## src/rtl/win_seq_pkg.sv

```systemverilog
// Shared types and helpers for the window scan sequencer: FSM state encoding,
// default window size and the counter width helper.
package win_seq_pkg;

    typedef enum logic [1:0] {
        IDLE  = 2'd0,
        RUN   = 2'd1,
        DRAIN = 2'd2,
        DONE  = 2'd3
    } state_e;

    localparam int DEFAULT_K = 11;

    // Bits needed to index 0..n-1, never less than one bit.
    function automatic int clog2_w(input int n);
        return (n < 2) ? 1 : $clog2(n);
    endfunction

endpackage

```

## src/rtl/win_seq_wrap_counter.sv

```systemverilog
// Up-counter that wraps to 0 when incremented at MAX; used for the column and
// row-band position of the window scan.
module win_seq_wrap_counter #(
    parameter int MAX = 15,
    parameter int W   = 4
) (
    input  logic         clk,
    input  logic         rst,
    input  logic         clear,
    input  logic         inc,
    output logic [W-1:0] value,
    output logic         at_max
);

    logic [W-1:0] value_q;
    logic [W-1:0] value_d;

    assign at_max = (value_q == W'(MAX));
    assign value  = value_q;

    always_comb begin
        value_d = value_q;
        if (clear) begin
            value_d = '0;
        end else if (inc) begin
            value_d = at_max ? '0 : value_q + W'(1);
        end
    end

    always_ff @(posedge clk) begin
        if (rst) begin
            value_q <= '0;
        end else begin
            value_q <= value_d;
        end
    end

endmodule

```

## src/rtl/window_scan_sequencer.sv

```systemverilog
// Frame sequencer for the KxK window buffer: accepts pixel columns, drives the
// shift enable and flags complete windows. Optional overrun check: WIN_SEQ_OVERRUN_CHK_EN.
module window_scan_sequencer
    import win_seq_pkg::*;
#(
    parameter int COLS = 640,
    parameter int ROWS = 480,
    parameter int K    = DEFAULT_K,
    localparam int CW  = clog2_w(COLS),
    localparam int RW  = clog2_w(ROWS)
) (
    input  logic          clk,
    input  logic          rst,
    input  logic          start_i,
    input  logic          valid_i,
    output logic          shift_en_o,
    output logic          window_valid_o,
    output logic [CW-1:0] win_col_o,
    output logic [RW-1:0] win_row_o,
    output logic          busy_o,
    output logic          done_o,
    output logic          progress_done_o,
    output logic          err_o
);

    localparam logic [CW-1:0] K_LAST = CW'(K - 1);

    state_e        state_q, state_d;
    logic          window_valid_q, window_valid_d;
    logic [CW-1:0] win_col_q, win_col_d;
    logic [RW-1:0] win_row_q, win_row_d;
    logic          progress_q, progress_d;

    logic          start_acc;
    logic          accept;
    logic [CW-1:0] col;
    logic [RW-1:0] row;
    logic          col_at_max;
    logic          row_at_max;

    assign start_acc  = start_i && (state_q == IDLE);
    assign accept     = valid_i && (state_q == RUN);
    assign shift_en_o = accept;

    win_seq_wrap_counter #(.MAX(COLS - 1), .W(CW)) u_col_cnt (
        .clk    (clk),
        .rst    (rst),
        .clear  (start_acc),
        .inc    (accept),
        .value  (col),
        .at_max (col_at_max)
    );

    win_seq_wrap_counter #(.MAX(ROWS - K), .W(RW)) u_row_cnt (
        .clk    (clk),
        .rst    (rst),
        .clear  (start_acc),
        .inc    (accept && col_at_max),
        .value  (row),
        .at_max (row_at_max)
    );

    always_comb begin
        state_d        = state_q;
        window_valid_d = 1'b0;
        win_col_d      = win_col_q;
        win_row_d      = win_row_q;
        progress_d     = progress_q;
        case (state_q)
            IDLE: begin
                if (start_i) begin
                    state_d    = RUN;
                    progress_d = 1'b0;
                end
            end
            RUN: begin
                if (accept && col_at_max && row_at_max) begin
                    state_d = DRAIN;
                end
            end
            DRAIN:   state_d = DONE;
            DONE:    state_d = IDLE;
            default: state_d = IDLE;
        endcase
        // A window is complete once K columns of the current band have shifted in.
        if (accept && (col >= K_LAST)) begin
            window_valid_d = 1'b1;
            win_col_d      = col - K_LAST;
            win_row_d      = row;
        end
        if (state_q == DRAIN) begin
            progress_d = 1'b1;
        end
    end

    always_ff @(posedge clk) begin
        if (rst) begin
            state_q        <= IDLE;
            window_valid_q <= 1'b0;
            win_col_q      <= '0;
            win_row_q      <= '0;
            progress_q     <= 1'b0;
        end else begin
            state_q        <= state_d;
            window_valid_q <= window_valid_d;
            win_col_q      <= win_col_d;
            win_row_q      <= win_row_d;
            progress_q     <= progress_d;
        end
    end

`ifdef WIN_SEQ_OVERRUN_CHK_EN
    logic err_q, err_d;

    // An accepted start clears the flag even if a stray column arrives with it.
    always_comb begin
        err_d = err_q;
        if (start_acc) begin
            err_d = 1'b0;
        end else if (valid_i && (state_q != RUN)) begin
            err_d = 1'b1;
        end
    end

    always_ff @(posedge clk) begin
        if (rst) begin
            err_q <= 1'b0;
        end else begin
            err_q <= err_d;
        end
    end

    assign err_o = err_q;
`else
    assign err_o = 1'b0;
`endif

    assign window_valid_o  = window_valid_q;
    assign win_col_o       = win_col_q;
    assign win_row_o       = win_row_q;
    assign busy_o          = (state_q != IDLE);
    assign done_o          = (state_q == DONE);
    assign progress_done_o = progress_q;

endmodule
```

## config.mk

```make
export PLATFORM = sky130hd
export DESIGN_NAME = window_scan_sequencer
export DESIGN_NICKNAME = d
export VERILOG_FILES = /design/src/rtl/win_seq_pkg.sv /design/src/rtl/win_seq_wrap_counter.sv /design/src/rtl/window_scan_sequencer.sv
export SDC_FILE = /design/constraint.sdc
export NUM_CORES = 1
export LEC_CHECK = 0
export BUFFER_PORTS_ARGS = -buffer_cell sky130_fd_sc_hd__buf_2
export CAP_MARGIN = 20
export CORE_MARGIN = 3
export CORE_UTILIZATION = 45
export CTS_CLUSTER_SIZE = 16
export DETAILED_ROUTE_END_ITERATION = 10
export PLACE_DENSITY_LB_ADDON = 0.12
export SYNTH_ARGS = -nofsm -noshare
export SYNTH_HDL_FRONTEND = slang
export SYNTH_SLANG_ARGS = --single-unit
```

## constraint.sdc

```tcl
create_clock -name clk -period 2.6 [get_ports clk]
set_clock_uncertainty 0.1 [all_clocks]
set_input_delay 0.26 -clock clk [delete_from_list [all_inputs] [get_ports clk]]
set_output_delay 0.26 -clock clk [all_outputs]
set_load 0.05 [all_outputs]
```

=== Word-level counts from Yosys, hierarchy flattened ===
Index checks and enable logic that the tools add are counted.

* Add/subtract/negate cells: 3
* $mul: 0
* Div/mod/pow operators: 0
* $lt $le $gt $ge: 1
* Equality and inequality tests: 7
* Shift operators: 0
* Multiplexer cells: 9
* Bitwise operators: 0
* Reductions and logical operators: 12

{| class="wikitable"
|+ Operators by type and width
! kind !! count
|-
| $add A10 B1 Y10 const B || 1
|-
| $eq A10 B10 Y1 const B || 1
|-
| $ge A10 B4 Y1 const B || 1
|-
| $mux W10 || 1
|-
| $sub A10 B4 Y10 const B || 1
|-
| $add A9 B1 Y9 const B || 1
|-
| $eq A9 B9 Y1 const B || 1
|-
| $mux W9 || 1
|-
| $pmux W2 S4 || 1
|-
| $reduce_bool A2 Y1 || 3
|-
| $logic_and A1 B1 Y1 || 5
|-
| $eq A2 B2 Y1 const B || 2
|-
| $mux W1 || 4
|-
| $mux W2 || 2
|-
| $reduce_and A2 Y1 || 2
|-
| $eq A2 B1 Y1 const B || 1
|-
| $logic_not A2 Y1 || 1
|-
| $ne A2 B1 Y1 const B || 1
|-
| $ne A2 B2 Y1 const B || 1
|-
| $reduce_or A2 Y1 || 1
|}

* Flip-flop bits (word level): 42
* Bits in latches: 0
* RAM bits: 0
* Bits in read-only memories: 0
* Bits of input ports: 4
* Output and inout bits: 25
* Word-level logic and storage cells: 39
* Memories kept: 0

=== Logic depth before layout (Yosys ltp) ===
Gate-level depths: netlist (run 1).

* Depth in word-level cells: 6
* Mapped depth: 7
* Depth with buffers taken out: 7

=== Modules after synthesis ===
From an unflattened synthesis (run 1), not the netlist that was laid out.

* Cells, all modules: 213
* Area, all modules: 1995.7 sq um

{| class="wikitable"
|+ Modules (own cells, without submodules)
! module !! times used !! cells each !! area each (sq um) !! sequential area each (sq um)
|-
| window_scan_sequencer || 1 || 111 || 1093.5 || 460.4
|-
| win_seq_wrap_counter (u_col_cnt) || 1 || 54 || 476.7 || 200.2
|-
| win_seq_wrap_counter (u_row_cnt) || 1 || 48 || 425.4 || 180.2
|}

=== Worst setup path before layout (run 1) ===
Ideal clock, no wire load.

* Path kind: reg-to-reg
* Start point: register u_col_cnt.value_q[1] (netlist: u_col_cnt.value[1])
* End point: register u_row_cnt.value_q[7] (netlist: u_row_cnt.value[7])
* Library setup time: 70 ps
* Arrival: 1639 ps
* Required time: 2430 ps
* Path slack: 791 ps
* Stages on the path, launching flop included: 6
* Path buffers: 0
* Period minus slack after synthesis: 1809 ps
* Cell sequence: dfxtp_1 > ha_1 > and4_2 > nand3_2 > or4_1 > a21oi_1

* Word-level cells in the longest chain between the ends: 2

{| class="wikitable"
|+ RTL lines
! what !! RTL line !! source
|-
| start, declared || win_seq_wrap_counter.sv:15 || <nowiki>logic [W-1:0] value_q;</nowiki>
|-
| start signal, assigned || win_seq_wrap_counter.sv:34 || <nowiki>value_q <= value_d;</nowiki>
|-
| $eq A10 B10 Y1 || win_seq_wrap_counter.sv:18 || <nowiki>assign at_max = (value_q == W'(MAX));</nowiki>
|-
| $logic_and A1 B1 Y1 || window_scan_sequencer.sv:58 || <nowiki>.inc (accept && col_at_max),</nowiki>
|-
| end signal, assigned || win_seq_wrap_counter.sv:34 ||
|-
| end, declared || win_seq_wrap_counter.sv:15 ||
|}

Every way passes these cells.
A chain may end at the register's enable or synchronous reset.

=== Worst setup path after layout (run 1) ===
* Start point: register u_col_cnt.value_q[1] (netlist: u_col_cnt.value[1])
* End point: register u_row_cnt.value_q[8] (netlist: u_row_cnt.value[8])

The elaborated chain is that of the path after synthesis.

==> metrics.cfg, run 1 <==
[run_status]
status=finished clean

[global_route]
gr-total-overflow=0
track_usage_pct=16.39
grt_max_degree=27
grt_pass1_wl_mm=6.900
use_met3_pct=4.940
grt_busiest_layer=met2
use_met1_pct=20.13
grt_pass1_vias=1519
use_met2_pct=26.44
grt_antenna_before_repair=0

[final_layout]
area_delta_synth_final_pct=10.33
drive_gt1_share_pct=21.20
fin_util_pct=52.54
fin_nets=263
fin_cells=302
antennaDiodeCount=0

[routing]
drt-total-wl_mm=4.180
wl_per_cell_um=13.84
first_pass_iters=4
via_per_inst=5.318
drc=0
first_iter_violations=65
vias=1606
antenna_left=0

[critical_path]
crit_path_start_kind=register
cp.arrival_ns=2.29
slowest_delay_ns=0.56
path_delay_family=simple AND/OR/NAND/NOR gates
cp_max_fo=12
critical_path_required_ns=2.72
crit_chain=ha_1 > and4_2 > nand3_2 > or4_1 > a21oi_1
crit_slowest_cell=or4_1
critPathBufInv=0
critPathKind=reg -> reg
end_kind=register

[cts]
clk_latency_ns=0.29
cts_setup_buffers=0
clockBufferDepth=2
cts_buffers=5
cts_hold_buf=0
htreeDepth=2
cts_root_buf=clkbuf_8
clock_sinks=42
post_cts_resized=0
clk_transition_reported_paths_ns=0.08
cts_tree=built

[logic_synthesis]
synthCells=223
async_flop_share_pct=0
yosys_register_bits=42
synth-seq-area-share_pct=39.46
avgSynthCellArea_um2=9.555
synth_cell_type_count=47
ys_warn_count=0
syn-num-nets=237
synth_ff_type=dfxtp_1
synth.cell_area_um2=2131
synth_edf_count=0

[floorplan]
chipHeight_um=74.81
dieArea_um2=5597
start_util_pct=47.62
core_um2=4474
die_x_um=74.81
row_count=24
ioPinCount=29

[sta]
finalSetupTns_ns=0
clock.fmax_ghz=0.4607
rsz0062_at_grt=false
final_max_slew_viol_count=0
finalCritPeriodShare_pct=83.49
final-setup-viol-count=0
min_period_ns=2.171
finalHoldViolCount=0
slew_headroom_pct=64.62
tightestPinTransition_ns=0.5306

[flow_run]
maxCapViolations=0

[placed_design]
dp.cells=294
dp_hpwl_mm=3.097
gp_congestion=0.7776
io_buffers=27

[power_and_ir_drop]
power_mw=1.451
leakage_nw=0.9086
cellPowerDensity_nw_per_um2=617.0
ir_drop_v=0.0004127

[hold_path]
hp-class=in -> reg

-- cell usage after synthesis, types with 2 or more instances --
cell | count | share of area [%]
a211oi_2 | 6 | 3.5
ha_1 | 10 | 5.9
nand2b_1 | 4 | 1.2
nor3_1 | 4 | 0.94
nand2_1 | 11 | 1.9
nand3_1 | 7 | 1.6
xnor2_1 | 8 | 3.3
mux2i_1 | 14 | 6.6
clkbuf_1 | 3 | 0.53
nor2_1 | 35 | 6.2
nand3_2 | 2 | 0.94
buf_6 | 6 | 3.2
o31ai_1 | 3 | 1.1
or4_1 | 2 | 0.70
a21oi_1 | 8 | 1.9
dfxtp_1 | 42 | 39
nand4_1 | 5 | 1.5
xor2_1 | 9 | 3.7
inv_1 | 12 | 2.1
o21ai_0 | 5 | 1.2
-- kinds of logic after synthesis --
logic type | count (synthesis) | share of synthesized area, %
other | 1 | 0.1760
xor gates and xnor gates | 17 | 6.988
adders and majority gates | 10 | 5.872
DFF | 42 | 39.46
buffers and inverters | 22 | 6.165
muxes | 14 | 6.576
AOI/OAI and AO/OA | 32 | 12.74
and+or+nand+nor | 85 | 22.02
-- final timing paths --
path | startpoint | end | slack [ns] | cells after the start
setup / recovery | u_col_cnt.value[1]$_SDFFE_PP0P_ | u_row_cnt.value[8]$_SDFFE_PP0P_ | 0.43 | 5
hold / removal | start_i | progress_done_o$_SDFFE_PP0P_ | 0.30 | 4
setup reg to reg | u_col_cnt.value[1]$_SDFFE_PP0P_ | u_row_cnt.value[8]$_SDFFE_PP0P_ | 0.43 | 5
hold reg to reg | progress_done_o$_SDFFE_PP0P_ | progress_done_o$_SDFFE_PP0P_ | 0.35 | 2
-- power by group --
part / leakage, nW / internal, mW / switching, mW
clock: 0.0482 / 0.214 / 0.216
combinational: 0.522 / 0.102 / 0.235
sequential: 0.339 / 0.665 / 0.0188
total: 0.909 / 0.981 / 0.470
-- layout by cell type (no fill, tap or decap), drive strengths merged, types with 7 or more instances in the layout --
master  netlist  layout
xor2          9       9
nor2         35      35
dfxtp        42      42
mux2i        14      14
a211oi        7       7
buf           7      29
inv          12      12
clkbuf        3       7
nand3         9       9
a21oi         8       8
xnor2         8       8
ha           10      10
nand2        11      11
o21ai         7       7
-- final cells by class --
cell class                      count  area (um2)
Fill cell                         435        2123
Clock buffer                        7       86.33
Inverter                           12       45.04
Clock inverter                      1       5.005
Sequential cell                    42       840.8
Timing Repair Buffer               29       150.1
Tap cell                           52       65.06
Multi-Input combinational cell    159        1159
-- through the flow --
stage / setup WS (ns) / area [um2] / hold WS, ns
after CTS: 0.4258 / 2351 / 0.3021
after floorplan: 0.7906 / 2131 / 0.3600
final: 0.4294 / 2351 / 0.3005
after global placement: 0.5454 / 2260 / 0.3317
after global routing: 0.2483 / 2351 / 0.3433
after detailed placement: 0.4722 / 2260 / 0.3381
-- sequential cells by signal (all words and copies together), names as in the netlist --
register / count
u_row_cnt.value: 9
state_q: 2
window_valid_o: 1
u_col_cnt.value: 10
progress_done_o: 1
win_col_o: 10
win_row_o: 9
-- worst min-delay path: stages --
cell	delay (ns)
buf_2	0.11
a21oi_1	0.13
nand2_1	0.09
o21ai_0	0.06
-- per-layer routing --
layer | share of wire, % | up-vias
met2 | 47 | 25
met5 | 0 | -
met1 | 48 | 751
li1 | - | 819
met3 | 3.3 | 11
met4 | 2.5 | 0
(Power assumes the default switching activity.)
==> run 2, diff against run 1 <==
clock period = 2.15 ns   (was 2.6 ns; I/O delays follow)
==> run 2 against run 1 <==
Count of clock-buffer cells in the layout is the same. Die area unchanged. Setup slack got worse by 0.27 ns. Register-to-register slack got worse by 0.27 ns. Final area is 2.3% higher. Critical path depth increased by 1. Non-clock buffer count increased by 5. Power rose by 22%. Via count down 0.31%. Clock power grew 20%.
==> metrics.cfg, run 2 (synthesis gave the netlist of run 1 again) <==
[run_status]
status=finished clean

[power_and_ir_drop]
clkPwrFrac_pct=29.4  ; -0.2 points
intPower_mw=1.196  ; +22%
power_mw=1.763  ; +22%
combPwrFrac_pct=23.7  ; +0.5 points
p_sw_uw=566.3  ; +21%
pwr-share-seq_pct=46.9  ; -0.2 points
leakage_nw=0.9360  ; +3.0%
cellPowerDensity_nw_per_um2=732.6  ; +19%
ir_drop_v=0.0004085  ; -1.0%
sw_frac_of_total_pct=32.13  ; -0.26 points

[cts]
cts_tree=built
cts_hold_buf=0  ; unchanged
clk_latency_ns=0.29  ; about the same
clockBufferDepth=2  ; unchanged
cts_setup_buffers=0  ; unchanged
cts_root_buf=clkbuf_8
clk_transition_reported_paths_ns=0.08  ; about the same
htreeDepth=2  ; unchanged
clock_sinks=42  ; unchanged
cts_buffers=5  ; unchanged

[global_route]
track_usage_pct=17.06  ; +0.66 points
grt_antenna_before_repair=0  ; unchanged
grt_max_degree=27  ; unchanged
grt_pass1_vias=1561  ; +2.8%
gr-total-overflow=0  ; unchanged
grt_pass1_wl_mm=7.286  ; +5.6%

[routing]
vias=1601  ; -0.31%
drt-total-wl_mm=4.165  ; -0.36%
antenna_left=0  ; unchanged
first_iter_violations=85  ; +31%
first_pass_iters=4  ; unchanged
via_per_inst=5.215  ; -1.9%
drc=0  ; unchanged
wl_per_cell_um=13.57  ; -2.0%

[placed_design]
place_ws_ns=0.09924  ; -0.3729 ns
dp_hpwl_mm=3.092  ; -0.14%
dpl_cell_area_um2=2310  ; +2.2%
io_buffers=27  ; unchanged
gp_congestion=0.7739  ; -0.48%

[final_layout]
area_delta_synth_final_pct=12.92
final_cell_mix=41 x dfxtp_1, 35 x nor2_1, 27 x buf_2
fin_nets=268  ; +1.9%
design_area_um2=2406  ; +2.3%
drive_gt1_share_pct=23.53  ; +2.3 points
antennaDiodeCount=0  ; unchanged
final_common_cell=dfxtp_1

[floorplan]
chipHeight_um=74.81  ; unchanged
die_x_um=74.81  ; unchanged
core_um2=4474  ; unchanged
dieArea_um2=5597  ; unchanged
row_count=24  ; unchanged
ioPinCount=29  ; unchanged
start_util_pct=47.62  ; unchanged

[sta]
clock.fmax_ghz=0.5030  ; +9.2%
tightestPinTransition_ns=0.5233  ; -0.007299 ns
rsz0062_at_grt=false
fin_ws_ns=0.1619  ; -0.2675 ns
final_max_slew_viol_count=0  ; unchanged
finalHoldViolCount=0  ; unchanged
min_period_ns=1.988  ; -0.1825 ns
finalCritPeriodShare_pct=92.47  ; +9.0 points
fin_worst_hold_slack_ns=0.2706  ; -0.02984 ns
slew_headroom_pct=65.11  ; +0.49 points
finalSetupTns_ns=0  ; unchanged
final-setup-viol-count=0  ; unchanged

[hold_path]
hp-class=in -> reg
whs_path_depth=3  ; -1
hold_end=u_col_cnt.value[0]$_SDFFE_PP0P_
hp-start=start_i

[critical_path]
cp_max_fo=9  ; -3
critical_path_required_ns=2.27  ; -0.45 ns
cp.arrival_ns=2.11  ; -0.18 ns
setup.worst_path.start=state_q[1]$_SDFFE_PP0P_
critPathKind=reg -> reg
r2r_slack_ns=0.16  ; -0.27 ns
r2r-start=state_q[1]$_SDFFE_PP0P_
end_kind=register
r2r_end=u_row_cnt.value[7]$_SDFFE_PP0P_
worstRegToRegCells=6  ; +1
crit_path_start_kind=register

[flow_run]
maxCapViolations=0  ; unchanged

==> run 2: critical path, cell delays in order (launching register included) <==
cell     delay [ns]
dfxtp_1        0.34
inv_1          0.08
ha_2           0.25
and4_4         0.27
nand3_2        0.17
or4_1          0.54
a21oi_1        0.16
==> run 2: what timing repair did <==
action                                 in CTS  in global routing
gates resized for setup                     0                  3
setup endpoints to repair                   0                  7
endpoints found under the hold margin       0                  0
==> run 2: cell type report <==
class,count,area [um2]
clock buffer,7,86.33
inverter,12,45.04
multi-input combinational,159,1162
fill,422,2068
sequential,42,842.1
clock inverter,1,5.005
tap,52,65.06
timing repair buffer,34,200.2
==> run 2: stage by stage <==
step / std cells / util (%)
6_report: 307 / 53.78
5_1_grt: 307 / 53.78
4_1_cts: 307 / 53.66
3_5_place_dp: 299 / 51.62
3_3_place_gp: 299 / 51.62
2_1_floorplan: 223 / -
==> run 2: how the worst max path moves through the flow <==
stage | to | slack (ns) | depth (start not counted)
after global placement | u_row_cnt.value[8]$_SDFFE_PP0P_ | 0.17 | 6
final | u_row_cnt.value[7]$_SDFFE_PP0P_ | 0.16 | 6
after floorplan | u_row_cnt.value[7]$_SDFFE_PP0P_ | 0.34 | 5
after CTS | u_row_cnt.value[8]$_SDFFE_PP0P_ | 0.08 | 6
after global routing | u_row_cnt.value[8]$_SDFFE_PP0P_ | 0.04 | 6
after detailed placement | u_row_cnt.value[7]$_SDFFE_PP0P_ | 0.1 | 6
==> run 2: power groups by stage <==
stage / registers (mW) / logic (mW) / clock network [mW]
after floorplan: 0.859 / 0.306 / 0
after global placement: 0.842 / 0.418 / 0
after detailed placement: 0.844 / 0.418 / 0
after CTS: 0.825 / 0.420 / 0.539
after global routing: 0.832 / 0.456 / 0.570
final: 0.826 / 0.419 / 0.518
==> run 2: layer usage <==
| layer | up-vias | routed length, um | share of wire (%) | global-route usage [%] |
|---|---|---|---|---|
| met3 | 7 | 158 | 3.8 | 3.338 |
| met1 | 723 | 1903 | 46 | 21.12 |
| met2 | 41 | 2033 | 49 | 28.98 |
| met5 | - | 0 | 0 | 0 |
| met4 | 0 | 69 | 1.7 | 7.115 |
| li1 | 830 | - | - | - |
==> run 3, diff against run 2 <==
clock period = 2.3 ns   (was 2.15 ns; I/O delays follow)
==> run 3 against run 2 <==
Core utilization shrank 0.45 points. Setup slack gained 0.0068 ns. Sequential share of layout area grew 0.24 points. Cell count shrank 0.65%. Non-clock buffer count shrank 2. Clock power shrank 6.4%. Power shrank 6.9%. Flip-flop and latch count is the same. Count of clock-buffer cells in the layout is the same. Hold slack lost 0.0073 ns. Critical path type unchanged. Highest routed layer unchanged.
==> metrics.cfg, run 3 (synthesis gave the netlist of run 1 again) <==
[cts]
clockBufferDepth=2  ; unchanged
cts_tree=built
clock_sinks=42  ; unchanged
htreeDepth=2  ; unchanged
cts_hold_buf=0  ; unchanged
clk_latency_ns=0.29  ; about the same
cts_setup_buffers=0  ; unchanged
clk_transition_reported_paths_ns=0.08  ; about the same
post_cts_resized=0  ; unchanged
cts_root_buf=clkbuf_8
cts_buffers=5  ; unchanged

[routing]
first_pass_iters=4  ; unchanged
antenna_left=0  ; unchanged
vias=1595  ; -0.37%
first_iter_violations=99  ; +16%
drc=0  ; unchanged
via_per_inst=5.230  ; +0.28%
drt-total-wl_mm=4.152  ; -0.31%
wl_per_cell_um=13.61  ; +0.34%

[critical_path]
end_kind=register
crit_path_start_kind=register
critPathBufInv=1  ; unchanged
cp.arrival_ns=2.25  ; +0.14 ns
cp_max_fo=12  ; +3
slowest_delay_ns=0.56  ; +0.02 ns
critical_path_required_ns=2.42  ; +0.15 ns
critPathKind=reg -> reg
crit_chain=inv_1 > ha_1 > and4_2 > nand3_2 > or4_1 > a21oi_1
path_delay_family=simple AND/OR/NAND/NOR gates
crit_slowest_cell=or4_1

[floorplan]
dieArea_um2=5597  ; unchanged
row_count=24  ; unchanged
chipHeight_um=74.81  ; unchanged
die_x_um=74.81  ; unchanged
ioPinCount=29  ; unchanged
start_util_pct=47.62  ; unchanged
core_um2=4474  ; unchanged

[placed_design]
dp.cells=297  ; -0.67%
io_buffers=27  ; unchanged
dp_hpwl_mm=3.072  ; -0.66%
gp_congestion=0.7826  ; +1.1%

[power_and_ir_drop]
cellPowerDensity_nw_per_um2=687.8  ; -6.1%
ir_drop_v=0.0003376  ; -17%
leakage_nw=0.9265  ; -1.0%

[global_route]
grt_max_degree=27  ; unchanged
grt_pass1_vias=1531  ; -1.9%
track_usage_pct=16.58  ; -0.48 points
grt_antenna_before_repair=0  ; unchanged
grt_pass1_wl_mm=7.086  ; -2.7%
gr-total-overflow=0  ; unchanged

[sta]
final-setup-viol-count=0  ; unchanged
finalSetupTns_ns=0  ; unchanged
clock.fmax_ghz=0.4692  ; -6.7%
rsz0062_at_grt=false
slew_headroom_pct=64.26  ; -0.85 points
final_max_slew_viol_count=0  ; unchanged
min_period_ns=2.131  ; +0.1432 ns
tightestPinTransition_ns=0.5361  ; +0.01278 ns
finalCritPeriodShare_pct=92.66  ; +0.19 points
finalHoldViolCount=0  ; unchanged

[final_layout]
final_cell_mix=42 x dfxtp_1, 35 x nor2_1, 27 x buf_2
fin_nets=266  ; -0.75%
fin_cells=305  ; -0.65%
fill_cells=440  ; +4.3%
final_common_cell=dfxtp_1
drive_gt1_share_pct=22.13  ; -1.4 points
area_delta_synth_final_pct=11.98
antennaDiodeCount=0  ; unchanged

[flow_run]
maxCapViolations=0  ; unchanged

[hold_path]
hp-class=in -> reg

[run_status]
status=finished clean

## run 3: power breakdown
part / internal (mW) / switching [mW]
clock network: 0.242 / 0.243
registers: 0.751 / 0.0210
logic: 0.120 / 0.264
## run 3: per-stage QoR
stage / area [um2] / hold slack [ns] / power [mW] / setup slack [ns] / utilization, %
floorplan: 2131 / 0.3600 / 1.089 / 0.4906 / -
global placement: 2295 / 0.3341 / 1.181 / 0.2593 / 51.29
detailed placement: 2295 / 0.3441 / 1.179 / 0.1805 / 51.29
CTS: 2386 / 0.2677 / 1.670 / 0.1588 / 53.33
global route: 2386 / 0.3066 / 1.725 / 0.001422 / 53.33
finish: 2386 / 0.2633 / 1.641 / 0.1687 / 53.33
## run 3: per-layer routing
metal / global-route usage [%] / vias to the layer above / routed length, um / part of all wire, %
met1: 20.84 / 730 / 1980 / 48
met3: 2.937 / 9 / 104 / 2.5
met2: 27.61 / 26 / 1973 / 48
li1: - / 830 / - / -
met4: 7.708 / 0 / 94 / 2.3
met5: 0 / - / 0 / 0
## run 3: tightest hold or removal path, stage by stage
cell	delay [ns]
buf_2	0.10
a21oi_1	0.13
nand2_1	0.09
o21ai_0	0.06
## run 3: cell type report
cell class              instances  area [um2]  share of cell area [%]
clock inverters                 1       5.005                  0.2098
multi-input cells             159        1159                   48.56
repair buffers                 32       185.2                   7.761
inverters                      12       45.04                   1.888
clock buffers                   7       86.33                   3.618
well taps                      52       65.06                   2.727
flip-flops and latches         42       840.8                   35.24
## run 3: worst paths after layout
check        cells past startpoint                               to                    startpoint  slack, ns
max                              6  u_row_cnt.value[7]$_SDFFE_PP0P_       state_q[1]$_SDFFE_PP0P_       0.17
min                              4     progress_done_o$_SDFFE_PP0P_                       start_i       0.26
max reg2reg                      6  u_row_cnt.value[7]$_SDFFE_PP0P_       state_q[1]$_SDFFE_PP0P_       0.17
min reg2reg                      2     progress_done_o$_SDFFE_PP0P_  progress_done_o$_SDFFE_PP0P_       0.36
